==> config.mk <==
export PLATFORM = sky130hd
export DESIGN_NAME = mbox_flat
export DESIGN_NICKNAME = d
export VERILOG_FILES = /design/src/rtl/mbox_if.sv /design/src/rtl/mbox.sv /design/src/flat_wrapper.sv
export SDC_FILE = /design/constraint.sdc
export NUM_CORES = 1
export LEC_CHECK = 0
export CAP_MARGIN = 20
export CORE_AREA = 2 2 189 191
export DETAILED_ROUTE_END_ITERATION = 7
export DIE_AREA = 0 0 191 193
export PLACE_DENSITY = 0.83
export SYNTH_ARGS = -nofsm -noshare
export SYNTH_HDL_FRONTEND = slang
export SYNTH_SLANG_ARGS = --single-unit
==> constraint.sdc <==
create_clock -name clk_i -period 9.75 [get_ports clk_i]
set_input_delay 0.975 -clock clk_i [delete_from_list [all_inputs] [get_ports clk_i]]
set_output_delay 0.975 -clock clk_i [all_outputs]
set_load 0.05 [all_outputs]
==> src/rtl/mbox_if.sv <==
// mbox bus port bundle
// crossbar master drives requests, mailbox answers
interface mbox_if;
  logic        bus_req;
  logic        bus_we;
  logic [31:0] bus_addr;
  logic [3:0]  bus_be;
  logic [31:0] bus_wdata;
  logic        bus_ack;
  logic        bus_resp;
  logic [31:0] bus_rdata;

  modport master (
    output bus_req, bus_we, bus_addr,
    output bus_be, bus_wdata,
    input  bus_ack, bus_resp, bus_rdata
  );

  modport slave (
    input  bus_req, bus_we, bus_addr,
    input  bus_be, bus_wdata,
    output bus_ack, bus_resp, bus_rdata
  );
endinterface

==> src/rtl/mbox.sv <==
// mbox: inter-tile mailbox, 32-bit word FIFO
// on the crossbar bus with threshold interrupt
module mbox #(
  parameter int DEPTH = 16,
  parameter int CW    = $clog2(DEPTH) + 1
) (
  input  logic clk_i,
  input  logic rst_i,
  mbox_if.slave bus,
  output logic irq_o
);
  localparam int AW = $clog2(DEPTH);

  logic [31:0]   mem [DEPTH];
  logic [AW-1:0] wr_ptr, rd_ptr;
  logic [CW-1:0] count, count_n;
  logic [CW-1:0] thr, thr_n, thr_eff;
  logic          irq_en, irq_en_n;
  logic          ovf, udf;
  logic          resp_q;
  logic [31:0]   rdata_q, rdata_d;
  logic [31:0]   wdata_m, status;
  logic [1:0]    sel;
  logic          wr, rd, empty, full;
  logic          push, drop, pop, under;
  logic          flush, clr, ctrl_we, thr_we;
  logic          unused;

  assign unused = ^{bus.bus_addr[31:4], bus.bus_addr[1:0]};

  assign sel   = bus.bus_addr[3:2];
  assign wr    = bus.bus_req & bus.bus_we;
  assign rd    = bus.bus_req & ~bus.bus_we;
  assign empty = (count == '0);
  assign full  = (count == CW'(DEPTH));

  assign push  = wr & (sel == 2'd0) & (|bus.bus_be) & ~full;
  assign drop  = wr & (sel == 2'd0) & (|bus.bus_be) & full;
  assign pop   = rd & (sel == 2'd0) & ~empty;
  assign under = rd & (sel == 2'd0) & empty;

  assign ctrl_we = wr & (sel == 2'd2) & bus.bus_be[0];
  assign thr_we  = wr & (sel == 2'd3) & bus.bus_be[0];
  assign flush   = ctrl_we & bus.bus_wdata[1];
  assign clr     = ctrl_we & bus.bus_wdata[2];

  assign wdata_m = {
    bus.bus_be[3] ? bus.bus_wdata[31:24] : 8'h00,
    bus.bus_be[2] ? bus.bus_wdata[23:16] : 8'h00,
    bus.bus_be[1] ? bus.bus_wdata[15:8]  : 8'h00,
    bus.bus_be[0] ? bus.bus_wdata[7:0]   : 8'h00
  };

  // post-update state used for count and irq
  always_comb begin
    count_n  = count + CW'(push) - CW'(pop);
    irq_en_n = irq_en;
    thr_n    = thr;
    if (flush)   count_n  = '0;
    if (ctrl_we) irq_en_n = bus.bus_wdata[0];
    if (thr_we)  thr_n    = bus.bus_wdata[CW-1:0];
    thr_eff = (thr_n == '0) ? CW'(1) : thr_n;
  end

  // read mux over pre-update state
  always_comb begin
    status             = '0;
    status[CW-1:0]     = count;
    status[16]         = empty;
    status[17]         = full;
    status[18]         = ovf;
    status[19]         = udf;
    rdata_d            = '0;
    case (sel)
      2'd0: rdata_d = empty ? '0 : mem[rd_ptr];
      2'd1: rdata_d = status;
      2'd2: rdata_d = {31'd0, irq_en};
      default: rdata_d = {{(32-CW){1'b0}}, thr};
    endcase
  end

  // FIFO storage, written at the end of the accept cycle
  always_ff @(posedge clk_i) begin
    if (!rst_i && push) mem[wr_ptr] <= wdata_m;
  end

  // pointers, count, control and sticky flags
  always_ff @(posedge clk_i) begin
    if (rst_i) begin
      wr_ptr <= '0;
      rd_ptr <= '0;
      count  <= '0;
      irq_en <= 1'b0;
      thr    <= '0;
      ovf    <= 1'b0;
      udf    <= 1'b0;
      irq_o  <= 1'b0;
    end else begin
      count  <= count_n;
      irq_en <= irq_en_n;
      thr    <= thr_n;
      irq_o  <= irq_en_n & (count_n >= thr_eff);
      if (flush) begin
        wr_ptr <= '0;
        rd_ptr <= '0;
      end else begin
        if (push) wr_ptr <= wr_ptr + AW'(1);
        if (pop)  rd_ptr <= rd_ptr + AW'(1);
      end
      if (clr) begin
        ovf <= 1'b0;
        udf <= 1'b0;
      end else begin
        if (drop)  ovf <= 1'b1;
        if (under) udf <= 1'b1;
      end
    end
  end

  // one-cycle read response, data held until next read
  always_ff @(posedge clk_i) begin
    if (rst_i) begin
      resp_q  <= 1'b0;
      rdata_q <= '0;
    end else begin
      resp_q <= rd;
      if (rd) rdata_q <= rdata_d;
    end
  end

  assign bus.bus_ack   = bus.bus_req;
  assign bus.bus_resp  = resp_q & ~rst_i;
  assign bus.bus_rdata = rdata_q;
endmodule

==> src/flat_wrapper.sv <==
// flat-port wrapper written by rule: the top's interface ports become plain ports
module mbox_flat 
#(
  parameter int DEPTH = 16,
  parameter int CW    = $clog2(DEPTH) + 1
)
  (clk_i, rst_i, irq_o, bus_bus_req, bus_bus_we, bus_bus_addr, bus_bus_be, bus_bus_wdata, bus_bus_ack, bus_bus_resp, bus_bus_rdata);
  mbox_if bus_i ();
  input  logic clk_i;
  input  logic rst_i;
  output logic irq_o;
  input wire logic [$bits(bus_i.bus_req)-1:0] bus_bus_req;
  input wire logic [$bits(bus_i.bus_we)-1:0] bus_bus_we;
  input wire logic [$bits(bus_i.bus_addr)-1:0] bus_bus_addr;
  input wire logic [$bits(bus_i.bus_be)-1:0] bus_bus_be;
  input wire logic [$bits(bus_i.bus_wdata)-1:0] bus_bus_wdata;
  output wire logic [$bits(bus_i.bus_ack)-1:0] bus_bus_ack;
  output wire logic [$bits(bus_i.bus_resp)-1:0] bus_bus_resp;
  output wire logic [$bits(bus_i.bus_rdata)-1:0] bus_bus_rdata;
  assign bus_i.bus_req = bus_bus_req;
  assign bus_i.bus_we = bus_bus_we;
  assign bus_i.bus_addr = bus_bus_addr;
  assign bus_i.bus_be = bus_bus_be;
  assign bus_i.bus_wdata = bus_bus_wdata;
  assign bus_bus_ack = bus_i.bus_ack;
  assign bus_bus_resp = bus_i.bus_resp;
  assign bus_bus_rdata = bus_i.bus_rdata;
  mbox #(.DEPTH(DEPTH), .CW(CW)) u_core (.clk_i(clk_i), .rst_i(rst_i), .bus(bus_i), .irq_o(irq_o));
endmodule
After elaboration in Yosys (flattened, before gate mapping). Memories as Yosys holds them, arrays and structs flattened. A register that Yosys moved wholly into a read port is not among the register bits. Cells that the tools add are included. Widths: inputs -> output; s select.

Add/sub/neg operators: 4. $mul: 0. Divide/modulo/power cells: 0. Magnitude comparators: 1. Equality and inequality tests: 4. Shifts and indexed selects: 0. Multiplexer cells: 14. Bitwise gates (word level): 21. Reductions and logical operators: 8.

Operators with widths (count): $pmux 32 s3 (1); $mux 32 (1); $mux 8 (4); $and 1x1->1 (17); $mux 5 (3); $logic_not 5->1 (2); $add 4x1->4 const B (2); $mux 4 (2); $add 5x1->5 (1); $eq 5x5->1 const B (1); $ge 5x5->1 (1); $sub 5x1->5 (1); $eq 2x2->1 const B (2); $not 1->1 (4); $reduce_or 2->1 (2); $reduce_or 4->1 (1); $mux 1 (3); $eq 2x1->1 const B (1); $logic_not 2->1 (1); $logic_and 1x1->1 (1); $logic_not 1->1 (1).

Register bits: 55. Bits in latches: 0. Memory bits (writable): 512. Memory bits (read-only): 0. Input bits: 72. Output and inout bits: 35. Memories: 1.

Memory list: u_core.mem (words 16, bits a word 32, read ports 1, clocked after memory_dff 1, wr ports 1, RTL line mbox.sv:14) `logic [31:0] mem [DEPTH];`.

Longest topological paths before layout. Gate-level depths: netlist of run 1.

Depth after elaboration: 9. Depth in mapped cells: 17. Gate-level depth less buffers: 16.

Least setup slack after synthesis of run 1. No wires, ideal clock.

Path kind: input-to-reg. Start: input bus_bus_addr[3]. End: memory u_core.mem[3][0] (enable). Data arrival time: 3.171 ns. Required time: 9.329 ns. Path slack: 6.158 ns. Cell stages on the path: 4. Path buffers: 0. Cells stage by stage: nor2_1 nor4b_4 nand2_1 nor2_1.

Word-level cells in the longest chain between the ends: 7.

Ends and longest elaborated chain: start, declared (RTL line flat_wrapper.sv:14) `input wire logic [$bits(bus_i.bus_addr)-1:0] bus_bus_addr;`; $logic_not 2->1 (RTL line mbox.sv:37) `assign push = wr & (sel == 2'd0) & (|bus.bus_be) & ~full;`; $and 1x1->1 (3 in series) (RTL line mbox.sv:37); $logic_and 1x1->1 (RTL line mbox.sv:84) `if (!rst_i && push) mem[wr_ptr] <= wdata_m;`; $mux 1 (RTL line mbox.sv:84); $mux 1 (implied by the code) (RTL line mbox.sv:84); end, declared (RTL line mbox.sv:14).

No other way between the ends.

Final worst setup path of run 1.
Start: input bus_bus_be[0]. End: register u_core.irq_o.

Word-level cells in the longest chain between the ends: 8. Elaborated cells on any way between the ends: 15.

Ends and longest elaborated chain: start, declared (RTL line flat_wrapper.sv:15) `input wire logic [$bits(bus_i.bus_be)-1:0] bus_bus_be;`; $reduce_or 4->1 (RTL line mbox.sv:37); $and 1x1->1 (2 in series) (RTL line mbox.sv:37); $add 5x1->5 (RTL line mbox.sv:56) `count_n = count + CW'(push) - CW'(pop);`; $sub 5x1->5 (RTL line mbox.sv:56); $mux 5 (*) (RTL line mbox.sv:59) `if (flush) count_n = '0;`; via u_core.count_n[2] (RTL line mbox.sv:16) `logic [CW-1:0] count, count_n;`; $ge 5x5->1 (*) (RTL line mbox.sv:102) `irq_o <= irq_en_n & (count_n >= thr_eff);`; $and 1x1->1 (*) (RTL line mbox.sv:102); end signal, assigned (RTL line mbox.sv:102); end, declared (RTL line mbox.sv:10) `output logic irq_o`.

The timed path passes the listed nets; every way through them passes the cells marked *. A chain may end at the register's enable or synchronous reset.

==> impl_results.html, run 1 <==
<table>
<tr><th>Metric</th><th>Value</th></tr>
<tr><th colspan="2">Global route</th></tr>
<tr><td>Overall overflow remaining after global route</td><td>0</td></tr>
<tr><td>First-pass GRT wire length</td><td>76800 um</td></tr>
<tr><td>Vias in the first global route</td><td>12.2k</td></tr>
<tr><td>Maximum number of pins on one net before global-route repair</td><td>63</td></tr>
<tr><td>Antenna violations before repair</td><td>0</td></tr>
<tr><td>GRT Total Usage</td><td>0.292</td></tr>
<tr><th colspan="2">Die</th></tr>
<tr><td>Die boundary width</td><td>191 um</td></tr>
<tr><td>Row count</td><td>69</td></tr>
<tr><td>Std-Cell Core Area</td><td>35000 um2</td></tr>
<tr><td>Top-level I/O count</td><td>107</td></tr>
<tr><td>Initial standard-cell utilization of the core</td><td>0.631</td></tr>
<tr><td>Die Y-Extent</td><td>193 um</td></tr>
<tr><td>Die Footprint</td><td>36900 um2</td></tr>
<tr><th colspan="2">Drt</th></tr>
<tr><td>Wl on met1</td><td>19300 um</td></tr>
<tr><td>Overall routed net length</td><td>52100 um</td></tr>
<tr><td>DR WL met2</td><td>26200 um</td></tr>
<tr><td>Vias per Instance</td><td>6.75</td></tr>
<tr><td>Routed Antenna Nets</td><td>0</td></tr>
<tr><td>Total met3 wirelength after detailed routing</td><td>5120 um</td></tr>
<tr><td>DRC Markers</td><td>0</td></tr>
<tr><td>Routed wire length per instance</td><td>30.1 um</td></tr>
<tr><td>Max layer used</td><td>met4</td></tr>
<tr><td>Total via count in the routed design</td><td>11.7k</td></tr>
<tr><td>Initial detailed-routing violation count</td><td>1602</td></tr>
<tr><td>Detailed Routing Iterations Pass 1</td><td>5</td></tr>
<tr><th colspan="2">Clock tree</th></tr>
<tr><td>Quantity of gates resized following cts</td><td>0</td></tr>
<tr><td>Clock Pin Slew Worst Setup and Hold Paths</td><td>0.06 ns</td></tr>
<tr><td>Buffer levels on the longest clock path</td><td>3</td></tr>
<tr><td>Clock buffers created by TritonCTS</td><td>54</td></tr>
<tr><td>Root Buffer Master</td><td>sky130_fd_sc_hd__clkbuf_16</td></tr>
<tr><td>Max H-tree Level</td><td>2</td></tr>
<tr><td>Clock tree from TritonCTS</td><td>done</td></tr>
<tr><td>Number of buffers inserted to repair setup after CTS</td><td>0</td></tr>
<tr><td>Clock insertion delay at the later pin of the skew report</td><td>0.59 ns</td></tr>
<tr><td>TritonCTS Sinks</td><td>571</td></tr>
<tr><td>Hold bufs inserted after CTS</td><td>0</td></tr>
<tr><th colspan="2">STA</th></tr>
<tr><td>Share of the clock period used by the worst path</td><td>0.459</td></tr>
<tr><td>Upper clock frequency limit</td><td>0.224 GHz</td></tr>
<tr><td>Total of endpoints with negative setup slack in the final report</td><td>0</td></tr>
<tr><td>Number of pins exceeding their max-slew limit in the final report</td><td>0</td></tr>
<tr><td>Fin crit period</td><td>4.47 ns</td></tr>
<tr><td>Relative max-transition margin</td><td>0.227</td></tr>
<tr><td>Final setup skew</td><td>0.0146 ns</td></tr>
<tr><td>Unrepaired setup endpoints after global routing</td><td>false</td></tr>
<tr><td>Fin Setup TNS</td><td>0 ns</td></tr>
<tr><td>Worst-margin pin slew</td><td>1.15 ns</td></tr>
<tr><td>Final number of hold-violating endpoints</td><td>0</td></tr>
<tr><th colspan="2">Placed design</th></tr>
<tr><td>Final weighted congestion in routability-driven placement</td><td>0.855</td></tr>
<tr><td>Quantity of I/O buffers inserted on ports</td><td>76</td></tr>
<tr><td>Number of placed instances with taps included</td><td>1632</td></tr>
<tr><td>Estimated wirelength of the detail-placed design</td><td>25900 um</td></tr>
<tr><th colspan="2">Power</th></tr>
<tr><td>Switching part of the total power</td><td>0.215</td></tr>
<tr><td>PwrDens</td><td>198 nW/um2</td></tr>
<tr><td>Seq pwr share</td><td>0.542</td></tr>
<tr><td>Net switching power of the design</td><td>1070 uW</td></tr>
<tr><td>IR drop worst, VDD</td><td>0.178 mV</td></tr>
<tr><td>Combinational share of power</td><td>0.060</td></tr>
<tr><td>Internal power</td><td>3900 uW</td></tr>
<tr><td>Clock Power Share</td><td>0.398</td></tr>
<tr><td>Leakage power</td><td>0.00785 uW</td></tr>
<tr><th colspan="2">Yosys</th></tr>
<tr><td>Share of synthesized area occupied by flip-flops and latches</td><td>0.750</td></tr>
<tr><td>Cell count after synthesis</td><td>1128</td></tr>
<tr><td>Main flop type after synthesis</td><td>sky130_fd_sc_hd__edfxtp_1</td></tr>
<tr><td>Share of synthesized registers carrying an async set or reset</td><td>0</td></tr>
<tr><td>Cell types with the largest area share after synthesis</td><td>sky130_fd_sc_hd__edfxtp_1, sky130_fd_sc_hd__mux4_2, sky130_fd_sc_hd__dfxtp_1, sky130_fd_sc_hd__nand3_1, sky130_fd_sc_hd__a22oi_1</td></tr>
<tr><td>Flip-flop and latch count after synthesis</td><td>571</td></tr>
<tr><td>Count of yosys warnings during synthesis</td><td>0</td></tr>
<tr><td>Syn avg cell area</td><td>19.6 um2</td></tr>
<tr><td>Nets in the synthesized netlist</td><td>1216</td></tr>
<tr><td>Post-synthesis cell type with the largest combined area</td><td>sky130_fd_sc_hd__edfxtp_1</td></tr>
<tr><td>Mapped cell area</td><td>22100 um2</td></tr>
<tr><td>Number of flops mapped to enable cells by yosys</td><td>512</td></tr>
<tr><td>Synth top area share</td><td>0.697</td></tr>
<tr><td>Count of unique library cells instantiated by Yosys</td><td>50</td></tr>
<tr><th colspan="2">Finish</th></tr>
<tr><td>Antenna cells</td><td>0</td></tr>
<tr><td>Number of nets in the layout</td><td>1316</td></tr>
<tr><td>Area Growth Syn to Fin</td><td>13.9%</td></tr>
<tr><td>Final design utilization</td><td>0.719</td></tr>
<tr><td>Post-layout instance count excluding filler cells</td><td>1730</td></tr>
<tr><td>Fraction of layout cells with a size suffix above 1</td><td>0.215</td></tr>
<tr><th colspan="2">Run status</th></tr>
<tr><td>Outcome</td><td>finished, final reports clean</td></tr>
<tr><th colspan="2">Setup path</th></tr>
<tr><td>Worst EP required</td><td>10.21 ns</td></tr>
<tr><td>Largest fanout on the critical path</td><td>10</td></tr>
<tr><td>CP arrival</td><td>4.94 ns</td></tr>
<tr><td>Element type at the critical path start</td><td>input pin</td></tr>
<tr><td>Category of the worst setup path capture point</td><td>flip-flop</td></tr>
<tr><td>Critical path type</td><td>in -&gt; reg</td></tr>
<tr><th colspan="2">Worst hold path</th></tr>
<tr><td>Classification of the worst-slack hold path</td><td>reg -&gt; reg</td></tr>
<tr><th colspan="2">Job</th></tr>
<tr><td>Max-cap viol count</td><td>0</td></tr>
</table>
state kept, by name, summed over array words and instances (netlist names), named ones only:
name / count
u_core.rd_ptr: 4
u_core.bus.bus_rdata: 32
u_core.count: 5
u_core.resp_q: 1
u_core.wr_ptr: 4
u_core.udf: 1
u_core.mem: 512
u_core.thr: 5
u_core.irq_en: 1
u_core.ovf: 1
u_core.irq_o: 1
worst paths after layout:
kind / start / depth (start not counted) / end / slack (ns)
worst max-delay path: bus_bus_be[0] / 11 / u_core.irq_o / 5.28
worst min-delay path: u_core.bus.bus_rdata[9] / 1 / u_core.bus.bus_rdata[9] / 0.49
worst max register to register: u_core.count[3] / 14 / u_core.irq_o / 6.05
worst min register to register: u_core.bus.bus_rdata[9] / 1 / u_core.bus.bus_rdata[9] / 0.49
placed cells by master (no fill, tap or decap), drive strengths merged, types with 6 or more instances in the layout:
master         Yosys  final
a21oi             13     13
a22o              23     23
a22oi             29     29
a31oi             12     12
and2              33     33
buf               34     31
clkbuf            29     75
clkdlybuf4s50      0     76
clkinv             0     19
dfxtp             59     59
edfxtp           512    512
ha                15     15
inv                7      9
mux2i             10     10
mux4             127    127
nand2             43     43
nand3             55     55
nor2              52     52
nor2b              6      6
nor4b              6      6
o21ai              6      6
per-stage QoR:
stage               total power, uW  area (um2)  setup slack, ns  hold slack, ns
finish                         4970       25100             5.28           0.489
global route                   5090       25100             5.15           0.510
CTS                            4980       25100             5.35           0.488
detailed placement             3040       23400             4.74           0.468
global placement               3020       23400             4.80           0.460
floorplan                      2950       22100             6.16           0.468
synthesized netlist by cell type, drive strengths merged (7+ instances only):
cell type  number
a31oi          12
nand2          43
a22oi          29
a21oi          13
buf            34
nor2           52
inv             7
and2           33
ha             15
clkbuf         29
dfxtp          59
edfxtp        512
a22o           23
mux2i          10
nand3          55
mux4          127
logic make-up after synthesis:
family,after synthesis,synth area share
buffers and inverters,70,0.0158
XOR/XNOR,9,0.00357
multiplexers,141,0.136
adder cells (fa/ha/maj),16,0.00941
AND/OR/NAND/NOR,220,0.0512
AO/OA/AOI/OAI,101,0.0333
flip-flops,571,0.750
power by group through the flow:
stage          Combinational, uW  Sequential (uW)  Clock (uW)
2_1_floorplan                198             2750           0
3_3_place_gp                 281             2740           0
3_5_place_dp                 292             2740           0
4_1_cts                      296             2690        1990
5_1_grt                      324             2690        2070
6_report                     298             2690        1980
area by class of cell:
type,count,area (um2)
Sequential cell,571,16600
Fill cell,1989,9840
Multi-Input combinational cell,487,5290
Clock buffer,75,1540
Timing Repair Buffer,107,1010
Tap cell,461,577
Clock inverter,22,113
Inverter,7,26.3
layer usage:
| layer | vias to the layer above | GRT usage |
|---|---|---|
| li1 | 4785 | - |
| met1 | 5999 | 0.391 |
| met2 | 776 | 0.483 |
| met3 | 120 | 0.0606 |
| met4 | 0 | 0.105 |
| met5 | - | 0 |
worst max-delay path, stage by stage:
cell and delay (ns):
sky130_fd_sc_hd__clkdlybuf4s50_1 0.80, sky130_fd_sc_hd__nor4_1 1.12, sky130_fd_sc_hd__nor4b_4 0.17, sky130_fd_sc_hd__ha_1 0.31, sky130_fd_sc_hd__fa_1 0.45, sky130_fd_sc_hd__xnor2_1 0.28, sky130_fd_sc_hd__nor2_1 0.07, sky130_fd_sc_hd__ha_1 0.29
sky130_fd_sc_hd__a21o_1 0.16, sky130_fd_sc_hd__a211oi_1 0.23, sky130_fd_sc_hd__nor4_1 0.07
(Power assumes the default switching activity.)
==> inputs of run 2 (changes only) <==
--- a/config.mk
+++ b/config.mk
@@ -6,10 +6,10 @@
 export NUM_CORES = 1
 export LEC_CHECK = 0
 export CAP_MARGIN = 20
-export CORE_AREA = 2 2 189 191
+export CORE_AREA = 2 2 206 208
 export DETAILED_ROUTE_END_ITERATION = 7
-export DIE_AREA = 0 0 191 193
-export PLACE_DENSITY = 0.83
+export DIE_AREA = 0 0 208 210
+export PLACE_DENSITY = 0.75
 export SYNTH_ARGS = -nofsm -noshare
 export SYNTH_HDL_FRONTEND = slang
 export SYNTH_SLANG_ARGS = --single-unit
==> constraint.sdc (replaced) <==
create_clock -name clk_i -period 3.9 [get_ports clk_i]
set_input_delay 0.39 -clock clk_i [delete_from_list [all_inputs] [get_ports clk_i]]
set_output_delay 0.39 -clock clk_i [all_outputs]
set_load 0.05 [all_outputs]
==> impl_results.html, run 2 (same netlist as run 1, synthesis figures left out) <==
<table>
<tr><th>Metric</th><th>Value</th></tr>
<tr><th colspan="2">STA</th></tr>
<tr><td>Share of the clock period used by the worst path</td><td>0.867</td></tr>
<tr><td>Upper clock frequency limit</td><td>0.296 GHz</td></tr>
<tr><td>Number of pins exceeding their max-slew limit in the final report</td><td>0</td></tr>
<tr><td>Min setup slack post-route</td><td>0.518 ns</td></tr>
<tr><td>Fin crit period</td><td>3.38 ns</td></tr>
<tr><td>Worst-margin pin slew</td><td>0.802 ns</td></tr>
<tr><td>Total of endpoints with negative setup slack in the final report</td><td>0</td></tr>
<tr><td>Relative max-transition margin</td><td>0.465</td></tr>
<tr><td>Unrepaired setup endpoints after global routing</td><td>false</td></tr>
<tr><td>Final number of hold-violating endpoints</td><td>0</td></tr>
<tr><td>Final setup skew</td><td>0.0241 ns</td></tr>
<tr><td>Fin Setup TNS</td><td>0 ns</td></tr>
<tr><td>Final Hold Slack</td><td>0.484 ns</td></tr>
<tr><th colspan="2">Die</th></tr>
<tr><td>Die boundary width</td><td>208 um</td></tr>
<tr><td>Die Y-Extent</td><td>210 um</td></tr>
<tr><td>Row count</td><td>75</td></tr>
<tr><td>Std-Cell Core Area</td><td>41500 um2</td></tr>
<tr><td>Top-level I/O count</td><td>107</td></tr>
<tr><td>Initial standard-cell utilization of the core</td><td>0.532</td></tr>
<tr><td>Die Footprint</td><td>43700 um2</td></tr>
<tr><th colspan="2">Placed design</th></tr>
<tr><td>Final weighted congestion in routability-driven placement</td><td>0.830</td></tr>
<tr><td>Estimated wirelength of the detail-placed design</td><td>27100 um</td></tr>
<tr><td>Quantity of I/O buffers inserted on ports</td><td>76</td></tr>
<tr><td>Worst Setup Slack post-DPL</td><td>0.256 ns</td></tr>
<tr><td>Number of placed instances with taps included</td><td>1725</td></tr>
<tr><th colspan="2">Clock tree</th></tr>
<tr><td>Clock buffers created by TritonCTS</td><td>55</td></tr>
<tr><td>Number of buffers inserted to repair setup after CTS</td><td>0</td></tr>
<tr><td>Buffer levels on the longest clock path</td><td>3</td></tr>
<tr><td>Root Buffer Master</td><td>sky130_fd_sc_hd__clkbuf_16</td></tr>
<tr><td>Clock Pin Slew Worst Setup and Hold Paths</td><td>0.07 ns</td></tr>
<tr><td>Clock tree from TritonCTS</td><td>done</td></tr>
<tr><td>Clock insertion delay at the later pin of the skew report</td><td>0.62 ns</td></tr>
<tr><td>Hold bufs inserted after CTS</td><td>0</td></tr>
<tr><td>Max H-tree Level</td><td>2</td></tr>
<tr><td>Quantity of gates resized following cts</td><td>0</td></tr>
<tr><td>TritonCTS Sinks</td><td>571</td></tr>
<tr><th colspan="2">Power</th></tr>
<tr><td>Switching part of the total power</td><td>0.210</td></tr>
<tr><td>Internal power</td><td>10200 uW</td></tr>
<tr><td>Final total power</td><td>12900 uW</td></tr>
<tr><td>Net switching power of the design</td><td>2710 uW</td></tr>
<tr><td>PwrDens</td><td>501 nW/um2</td></tr>
<tr><td>Leakage power</td><td>0.00803 uW</td></tr>
<tr><td>Clock Power Share</td><td>0.417</td></tr>
<tr><td>IR drop worst, VDD</td><td>0.497 mV</td></tr>
<tr><td>Seq pwr share</td><td>0.522</td></tr>
<tr><td>Combinational share of power</td><td>0.061</td></tr>
<tr><th colspan="2">Setup path</th></tr>
<tr><td>Category of the worst setup path capture point</td><td>flip-flop</td></tr>
<tr><td>CP arrival</td><td>3.88 ns</td></tr>
<tr><td>Element type at the critical path start</td><td>flip-flop</td></tr>
<tr><td>Largest fanout on the critical path</td><td>4</td></tr>
<tr><td>Worst EP required</td><td>4.40 ns</td></tr>
<tr><td>Critical path type</td><td>reg -&gt; reg</td></tr>
<tr><th colspan="2">Global route</th></tr>
<tr><td>GRT Total Usage</td><td>0.232</td></tr>
<tr><td>Overall overflow remaining after global route</td><td>0</td></tr>
<tr><td>Vias in the first global route</td><td>11.7k</td></tr>
<tr><td>Maximum number of pins on one net before global-route repair</td><td>53</td></tr>
<tr><td>Antenna violations before repair</td><td>2</td></tr>
<tr><td>First-pass GRT wire length</td><td>74600 um</td></tr>
<tr><th colspan="2">Drt</th></tr>
<tr><td>Wl on met1</td><td>20700 um</td></tr>
<tr><td>Vias per Instance</td><td>6.24</td></tr>
<tr><td>DRC Markers</td><td>0</td></tr>
<tr><td>Overall routed net length</td><td>49900 um</td></tr>
<tr><td>Detailed Routing Iterations Pass 1</td><td>8</td></tr>
<tr><td>Total via count in the routed design</td><td>11.4k</td></tr>
<tr><td>Routed Antenna Nets</td><td>0</td></tr>
<tr><td>Initial detailed-routing violation count</td><td>1322</td></tr>
<tr><td>Routed wire length per instance</td><td>27.3 um</td></tr>
<tr><td>DR WL met2</td><td>24300 um</td></tr>
<tr><td>Max layer used</td><td>met4</td></tr>
<tr><td>Total met3 wirelength after detailed routing</td><td>3880 um</td></tr>
<tr><th colspan="2">Finish</th></tr>
<tr><td>Antenna cells</td><td>0</td></tr>
<tr><td>Register with the highest flop count</td><td>u_core.mem</td></tr>
<tr><td>Commonest non-fill, non-tap cells in the layout</td><td>sky130_fd_sc_hd__edfxtp_1, sky130_fd_sc_hd__mux4_2, sky130_fd_sc_hd__clkdlybuf4s50_1</td></tr>
<tr><td>Most common cell after layout, fill and taps aside</td><td>sky130_fd_sc_hd__edfxtp_1</td></tr>
<tr><td>Filler Cells Inserted</td><td>2812</td></tr>
<tr><td>Post-layout instance count excluding filler cells</td><td>1826</td></tr>
<tr><td>Fraction of layout cells with a size suffix above 1</td><td>0.220</td></tr>
<tr><td>Area Growth Syn to Fin</td><td>16.5%</td></tr>
<tr><td>Max FFs per register</td><td>512</td></tr>
<tr><td>Number of nets in the layout</td><td>1331</td></tr>
<tr><th colspan="2">Run status</th></tr>
<tr><td>Outcome</td><td>finished, final reports clean</td></tr>
<tr><th colspan="2">Job</th></tr>
<tr><td>Max-cap viol count</td><td>0</td></tr>
<tr><th colspan="2">Worst hold path</th></tr>
<tr><td>Classification of the worst-slack hold path</td><td>reg -&gt; reg</td></tr>
</table>
## run 2: final cells by class
class                           count  area (um2)  area share
Tap cell                          539         674      0.0262
Sequential cell                   571       16600       0.644
Inverter                            7        26.3     0.00102
Timing Repair Buffer              121        1330      0.0518
Clock buffer                       75        1530      0.0597
Clock inverter                     26         280      0.0109
Multi-Input combinational cell    487        5290       0.206
## run 2: per-layer routing
layer / global-route usage / vias up
met5: 0 / -
met4: 0.0702 / 0
met3: 0.0437 / 72
met2: 0.371 / 531
met1: 0.331 / 5959
li1: - / 4825
## run 2: worst max-delay path: stages (launching register included)
cell	delay, ns
sky130_fd_sc_hd__dfxtp_1	0.33
sky130_fd_sc_hd__inv_1	0.12
sky130_fd_sc_hd__ha_1	0.19
sky130_fd_sc_hd__nor4b_2	0.39
sky130_fd_sc_hd__nand2b_1	0.18
sky130_fd_sc_hd__or3_1	0.16
sky130_fd_sc_hd__nand2_1	0.07
sky130_fd_sc_hd__ha_1	0.21
sky130_fd_sc_hd__fa_1	0.51
sky130_fd_sc_hd__inv_1	0.06
sky130_fd_sc_hd__nor2_1	0.12
sky130_fd_sc_hd__ha_1	0.24
sky130_fd_sc_hd__a21o_1	0.16
sky130_fd_sc_hd__a21o_1	0.17
sky130_fd_sc_hd__a211oi_1	0.25
sky130_fd_sc_hd__nor4_1	0.08
## run 2: metrics by stage
step           utilization  cell area (um2)
6_report             0.620            25700
5_1_grt              0.620            25700
4_1_cts              0.620            25700
3_5_place_dp         0.576            23900
3_3_place_gp         0.576            23900
2_1_floorplan            -            22100
## run 2: power groups by stage
stage,Clock [uW],Combinational (uW),Sequential [uW]
6_report,5370,789,6730
5_1_grt,5660,860,6730
4_1_cts,5450,787,6730
3_5_place_dp,0,780,6860
3_3_place_gp,0,764,6860
2_1_floorplan,0,495,6880
## run 2: worst paths after layout
path	from	to	slack, ns	cells after the start
worst min register to register	u_core.bus.bus_rdata[23]	u_core.bus.bus_rdata[23]	0.48	1
worst min-delay path	u_core.bus.bus_rdata[23]	u_core.bus.bus_rdata[23]	0.48	1
worst max register to register	u_core.count[3]	u_core.irq_o	0.52	15
worst max-delay path	u_core.count[3]	u_core.irq_o	0.52	15
